[src/rtl/tdoa_capture.sv]
// tdoa_capture: arrival delays of mic2..4 relative to mic1 in prescaled ticks.
// Mic levels are synchronized and edge-detected; each result strobes out on ena.
module tdoa_capture #(
  parameter int TICK_DIV      = 5000,
  parameter int ENA_CYCLES    = 4,
  parameter int HOLDOFF_TICKS = 1000
) (
  input  logic       clk,
  input  logic       rst,
  input  logic [3:0] mic_hit,
  output logic [3:0] delay12,
  output logic [3:0] delay13,
  output logic [3:0] delay14,
  output logic       ena,
  output logic       busy,
  output logic       err_order,
  output logic       err_timeout
);
  localparam int PW = $clog2(TICK_DIV);
  localparam int EW = $clog2(ENA_CYCLES + 1);
  localparam int HW = $clog2(HOLDOFF_TICKS + 1);
  localparam logic [PW-1:0] PCNT_MAX = PW'(TICK_DIV - 1);
  localparam logic [EW-1:0] ECNT_MAX = EW'(ENA_CYCLES - 1);
  localparam logic [HW-1:0] HCNT_MAX = HW'(HOLDOFF_TICKS - 1);

  // IDLE wait mic1 | CAPTURE latch ticks | DONE load outputs | STROBE ena | HOLDOFF echo mute
  typedef enum logic [2:0] {IDLE, CAPTURE, DONE, STROBE, HOLDOFF} state_t;

  state_t        state_q, state_d;
  logic [3:0]    sync1_q, sync2_q, sync3_q;
  logic [PW-1:0] pcnt_q, pcnt_d;
  logic [3:0]    tick_q, tick_d;
  logic [HW-1:0] hcnt_q, hcnt_d;
  logic [EW-1:0] ecnt_q, ecnt_d;
  logic [3:1]    done_q, done_d;
  logic [3:0]    lat_q [3:1];
  logic [3:0]    lat_d [3:1];
  logic [3:0]    d12_q, d12_d, d13_q, d13_d, d14_q, d14_d;
  logic          ena_q, ena_d, busy_q, busy_d;
  logic          eord_q, eord_d, etmo_q, etmo_d;
  logic [3:0]    rise_w;
  logic          wrap_w;

  assign rise_w = sync2_q & ~sync3_q;
  assign wrap_w = (pcnt_q == PCNT_MAX);

  always_comb begin
    state_d = state_q;
    pcnt_d  = wrap_w ? '0 : pcnt_q + PW'(1);
    tick_d  = tick_q;
    hcnt_d  = hcnt_q;
    ecnt_d  = ecnt_q;
    done_d  = done_q;
    lat_d   = lat_q;
    d12_d   = d12_q;
    d13_d   = d13_q;
    d14_d   = d14_q;
    ena_d   = 1'b0;
    eord_d  = 1'b0;
    etmo_d  = 1'b0;
    busy_d  = (state_q != IDLE);
    case (state_q)
      IDLE: begin
        if (rise_w[0]) begin
          // The mic1 edge cycle is count 0, so arrival c cycles later reads floor(c/TICK_DIV).
          state_d = CAPTURE;
          pcnt_d  = PW'(1);
          tick_d  = '0;
          done_d  = rise_w[3:1];
          for (int k = 1; k < 4; k++) lat_d[k] = '0;
        end else if (|rise_w[3:1]) begin
          eord_d  = 1'b1;
          state_d = HOLDOFF;
          pcnt_d  = '0;
          hcnt_d  = '0;
        end
      end
      CAPTURE: begin
        if (wrap_w) tick_d = tick_q + 4'd1;
        for (int k = 1; k < 4; k++) begin
          if (rise_w[k] && !done_q[k]) begin
            lat_d[k]  = tick_q;
            done_d[k] = 1'b1;
          end
        end
        if (&done_d) begin
          state_d = DONE;
        end else if (wrap_w && tick_q == 4'd15) begin
          etmo_d  = 1'b1;
          state_d = HOLDOFF;
          pcnt_d  = '0;
          hcnt_d  = '0;
        end
      end
      DONE: begin
        d12_d   = lat_q[1];
        d13_d   = lat_q[2];
        d14_d   = lat_q[3];
        ecnt_d  = '0;
        state_d = STROBE;
      end
      STROBE: begin
        ena_d = 1'b1;
        if (ecnt_q == ECNT_MAX) begin
          state_d = HOLDOFF;
          pcnt_d  = '0;
          hcnt_d  = '0;
        end else begin
          ecnt_d = ecnt_q + EW'(1);
        end
      end
      HOLDOFF: begin
        if (wrap_w) begin
          if (hcnt_q == HCNT_MAX) state_d = IDLE;
          else hcnt_d = hcnt_q + HW'(1);
        end
      end
      default: state_d = IDLE;
    endcase
  end

  always_ff @(posedge clk) begin
    if (rst) begin
      state_q <= IDLE;
      sync1_q <= '0;
      sync2_q <= '0;
      sync3_q <= '0;
      pcnt_q  <= '0;
      tick_q  <= '0;
      hcnt_q  <= '0;
      ecnt_q  <= '0;
      done_q  <= '0;
      for (int k = 1; k < 4; k++) lat_q[k] <= '0;
      d12_q   <= '0;
      d13_q   <= '0;
      d14_q   <= '0;
      ena_q   <= 1'b0;
      busy_q  <= 1'b0;
      eord_q  <= 1'b0;
      etmo_q  <= 1'b0;
    end else begin
      state_q <= state_d;
      sync1_q <= mic_hit;
      sync2_q <= sync1_q;
      sync3_q <= sync2_q;
      pcnt_q  <= pcnt_d;
      tick_q  <= tick_d;
      hcnt_q  <= hcnt_d;
      ecnt_q  <= ecnt_d;
      done_q  <= done_d;
      lat_q   <= lat_d;
      d12_q   <= d12_d;
      d13_q   <= d13_d;
      d14_q   <= d14_d;
      ena_q   <= ena_d;
      busy_q  <= busy_d;
      eord_q  <= eord_d;
      etmo_q  <= etmo_d;
    end
  end

  assign delay12     = d12_q;
  assign delay13     = d13_q;
  assign delay14     = d14_q;
  assign ena         = ena_q;
  assign busy        = busy_q;
  assign err_order   = eord_q;
  assign err_timeout = etmo_q;

endmodule

[config.mk]
export PLATFORM = sky130hd
export DESIGN_NAME = tdoa_capture
export DESIGN_NICKNAME = d
export VERILOG_FILES = /design/src/rtl/tdoa_capture.sv
export SDC_FILE = /design/constraint.sdc
export NUM_CORES = 1
export LEC_CHECK = 0
export CAP_MARGIN = 20
export CORE_MARGIN = 1
export CORE_UTILIZATION = 58
export CTS_BUF_LIST = sky130_fd_sc_hd__clkbuf_16
export DETAILED_ROUTE_END_ITERATION = 6
export PLACE_DENSITY = 0.89
export SETUP_SLACK_MARGIN = 0.02
export SLEW_MARGIN = 20
export SYNTH_ARGS = -nofsm -noshare
export SYNTH_HDL_FRONTEND = slang
export SYNTH_SLANG_ARGS = --single-unit
[constraint.sdc]
create_clock -name clk -period 2.2 [get_ports clk]
set_input_delay 0.33 -clock clk [delete_from_list [all_inputs] [get_ports clk]]
set_output_delay 0.33 -clock clk [all_outputs]
set_load 0.1 [all_outputs]
Word-level counts from Yosys, hierarchy flattened
Index checks and enable logic that the tools add are counted.
- bits in registers: 76
- output and inout port bits: 16
- reduce and logical (&&, ||, !) cells: 24
- equality and inequality tests: 24
- muxes and demuxes: 44
- bitwise gates (word level): 4
- add/sub/neg operators: 4
- operators with widths (kind ; count):
    13-bit 2-to-1 mux ; 6
    10-bit 2-to-1 mux ; 7
    10-bit one-hot mux with 4 select lines ; 1
    13-bit one-hot mux with 3 select lines ; 1
    2-bit != test, second input constant ; 14
    3-bit 2-to-1 mux ; 9
    12-bit one-hot mux with 2 select lines ; 1
    4-bit 2-to-1 mux ; 5
    3-bit one-hot mux with 5 select lines ; 1
    3-bit AND reduction ; 5
    13-bit by 1-bit adder with 13-bit output, second input constant ; 1
    13-bit equality test, second input constant ; 1
    12-bit 2-to-1 mux ; 1
    3-bit one-hot mux with 2 select lines ; 2
    10-bit by 1-bit adder with 10-bit output, second input constant ; 1
    10-bit equality test, second input constant ; 1
    3-bit by 2-bit equality test with 1-bit output, second input constant ; 3
    1-bit 2-to-1 mux ; 9
    3-bit OR reduction ; 3
    4-bit one-hot mux with 2 select lines ; 1
    8-bit AND reduction ; 1
    3-bit != test, second input constant ; 2
    5-bit AND reduction ; 1
    4-bit by 1-bit adder with 4-bit output, second input constant ; 1
    other kinds (14) ; 22

Longest topological paths before layout
- depth after elaboration: 8
- gate-level depth with buffers: 8
- gate-level depth less buffers: 7

Worst setup path after synthesis
OpenSTA, ideal clock, no wires.
- path kind: register to register
- start point: register pcnt_q[0]
- end point: register state_q[2]
- setup slack: 359 ps
- clock period less this slack: 1841 ps
- arrival: 1708 ps
- stages on the path, launching flop included: 9
- path buffers: 1
- library setup time: 133 ps
- data required time: 2067 ps
- cells stage by stage: dfxtp_1 -> ha_1 -> and4_1 -> and3_1 -> buf_2 -> o22ai_1 -> a211o_1 -> a211oi_2 -> a211oi_2
- cells in the longest elaborated chain, start to end: 4
- ends and longest elaborated chain (element ; RTL line ; RTL):
    from (decl) ; 31 ; logic [PW-1:0] pcnt_q, pcnt_d;
    from (signal assigned) ; 146 ; pcnt_q <= pcnt_d;
    13-bit equality test (*) ; 45 ; assign wrap_w = (pcnt_q == PCNT_MAX);
    1-bit logical AND ; 88 ; end else if (wrap_w && tick_q == 4'd15) begin
    3-bit != test (no line) ; -- ;
    5-bit AND reduction (no line) (*) ; -- ;
    to (signal assigned) ; 142 ; state_q <= state_d;
    to (decl) ; 29 ; state_t state_q, state_d;
Mark *: on every way between the ends. The rest lies on a longest branch, timed or not.
A chain may end at the register's enable or synchronous reset.

Worst setup path after layout
Ends and elaborated chain as after synthesis.

==> metrics.csv <==
metric,value,unit
post_cts_buffers,0,
ctsResizeCount,0,
crit_required,2.41,ns
grt_pass1_vias,2345,
hold_depth,2,
wire_per_inst,13.5,µm
min_period_over_period,93.1,%
drt_first_pass_iters,4,
dp_cells,445,
synth_cells,360,
worstMarginPinSlew,0.528,ns
diodes,0,
regMostFlops,pcnt_q,
largest_reg_flops,13,
reg_top3,"pcnt_q (13), lat_q (12), hcnt_q (10)",
rows,26,
ys_seq_area_share,47.6,%
vias_per_cell,5.69,
grtUsageTotal,22.6,%
ys_top_cells_by_area,"dfxtp_1 (48%), nor2_1 (5.3%), nand2_1 (4.2%), mux2i_1 (4.1%), a21oi_1 (3.8%)",
gp_congestion,0.941,
drive_gt1_share,13.0,%
cts_buffers,9,
core_area,5200,µm²
async_reset_ff_share,0,%
drc,0,
synth_edf_count,0,
totalWireLength,6220,µm
critPathMaxFanout,7,
globalRouteOverflowTotal,0,
dieArea,5810,µm²
grt_start_max_net_pins,32,
area_delta_synth_final,16.7,%
layout_min_cycle_time,2.05,ns
nNetsFinal,397,
drt-initial-drc-count,152,
ys_ff_latch,76,
status,completed,
finalNonFillerCells,461,
synth_flop_cell,dfxtp_1,
critPathKind,flip-flop to flip-flop,
relSlewSlack,64.7,%
die_w,76.3,µm
route.vias.total,2625,
synth_top_area_share,47.6,%
initial_core_util,61.4,%
startpoint_type,flip-flop,
drtAntennaViolNets,0,
grt_pass1_wl,10500,µm
holdBufCountCts,0,
cts.clk_slew.worst_paths,0.06,ns
antenna_found_initial,0,
cap_violations,0,
fin_hold_ws,0.269,ns
setup_violations,0,
dieHeight,76.3,µm
hpwl,4200,µm
io_pins,22,
r2r_cells,7,
synth_cell_types,49,
maxSlewViolCount,0,
synth_fp_nets,371,
hold_path.class,primary input to flip-flop,
cts_tree,yes,
clk_path_buf_depth,2,
yosysTopAreaCell,dfxtp_1,
fin_area,3730,µm²
avgSynthCellArea,8.88,µm²
power.leakage,1.55,nW
clkLatencyLatePin,0.34,ns
cts_sinks,76,
synth_warnings,0,
rsz0062_at_grt,no,
hold_viol,0,
irDropWorstVdd,755,µV
p_per_area,836,nW/µm²
synth_area,3200,µm²
tns,0,ns
place_area,3450,µm²
crit_path_end_kind,flip-flop,
skew,0.00875,ns
cts_root_buffer,clkbuf_16,
htreeDepth,3,
portBuffers,21,
max_freq,0.488,GHz
nFillCells,374,
cp.arrival,2.26,ns
-- synthesized netlist by cell type, types with 3 or more instances --
cell type / count
dfxtp_1: 76
nor2_1: 45
nand2_1: 36
a21oi_1: 24
nand3_1: 16
nor2b_1: 15
mux2i_1: 13
and3_1: 10
inv_1: 8
xor2_1: 8
clkbuf_1: 7
nand2b_1: 7
nor3b_1: 7
buf_2: 6
nor3_1: 6
o22ai_1: 6
xnor2_1: 6
a21o_1: 5
and2_1: 5
ha_1: 5
a31oi_1: 4
nand4_1: 4
a22oi_1: 3
and4_1: 3
nor4_1: 3
o21ai_0: 3
or3_1: 3
-- area by class of cell --
type / count / area, µm² / area share (%)
clock buffer: 9 / 225 / 6.03
multi-input combinational: 259 / 1560 / 41.9
clock inverter: 7 / 56.3 / 1.51
sequential: 76 / 1520 / 40.8
timing repair buffer: 32 / 248 / 6.64
tap: 70 / 87.6 / 2.35
inverter: 8 / 30.0 / 0.805
-- critical path: stages (launching register included) --
cell	delay [ns]
dfxtp_1	0.41
ha_1	0.27
and4_1	0.24
and3_1	0.31
o22ai_1	0.13
a211o_1	0.33
a211oi_2	0.17
a211oi_2	0.07
-- where the power goes --
part | internal, mW | switching, mW | leakage [nW]
clock network | 0.781 | 0.605 | 0.138
logic | 0.117 | 0.190 | 0.796
registers | 1.40 | 0.0255 | 0.615
-- logic make-up (layout without fill, tap and decap cells) --
logic type / Yosys count / after routing / synth area share, %
xor+xnor: 14 / 14 / 3.83
fa+ha+maj: 5 / 5 / 1.96
flops: 76 / 76 / 47.6
buf+inv: 25 / 56 / 3.52
compound gates: 54 / 54 / 10.7
simple gates: 173 / 173 / 28.3
mux: 13 / 13 / 4.07
-- layer usage --
metal	vias up	GRT usage (%)	wire, µm
met5	-	0	0
met1	1254	28.5	2850
met3	7	5.03	295
met4	0	10.8	94
met2	64	36.5	2980
li1	1300	-	-
-- layout by cell type, fill, tap and decap left out, types with 4 or more instances in the layout --
master            n
nand2b_1          7
buf_4            27
o22ai_1           6
xnor2_1           6
nand3_1          16
nor3_1            6
clkdlybuf4s50_1   4
nand2_1          36
inv_6             5
a31oi_1           4
a21o_1            5
xor2_1            8
inv_1             8
mux2i_1          13
nor3b_1           7
nor2_1           45
and3_1           10
dfxtp_1          76
clkbuf_16         9
and2_1            5
nor2b_1          15
a21oi_1          24
nand4_1           4
ha_1              5
-- per-stage QoR --
| step | utilization, % | total power, mW | setup WS, ns |
|---|---|---|---|
| detailed placement | 66.3 | 1.76 | 0.174 |
| global route | 71.7 | 3.22 | 0.0671 |
| CTS | 71.7 | 3.14 | 0.161 |
| finish | 71.7 | 3.12 | 0.151 |
| floorplan | - | 1.69 | 0.359 |
| global placement | 66.3 | 1.75 | 0.268 |
-- final timing paths --
kind              startpoint          to  slack [ns]
hold / removal           rst  state_q[1]        0.27
setup / recovery   pcnt_q[0]  state_q[2]        0.15
setup reg to reg   pcnt_q[0]  state_q[2]        0.15
hold reg to reg   sync1_q[0]  sync2_q[0]        0.44
(Power assumes the default switching activity.)
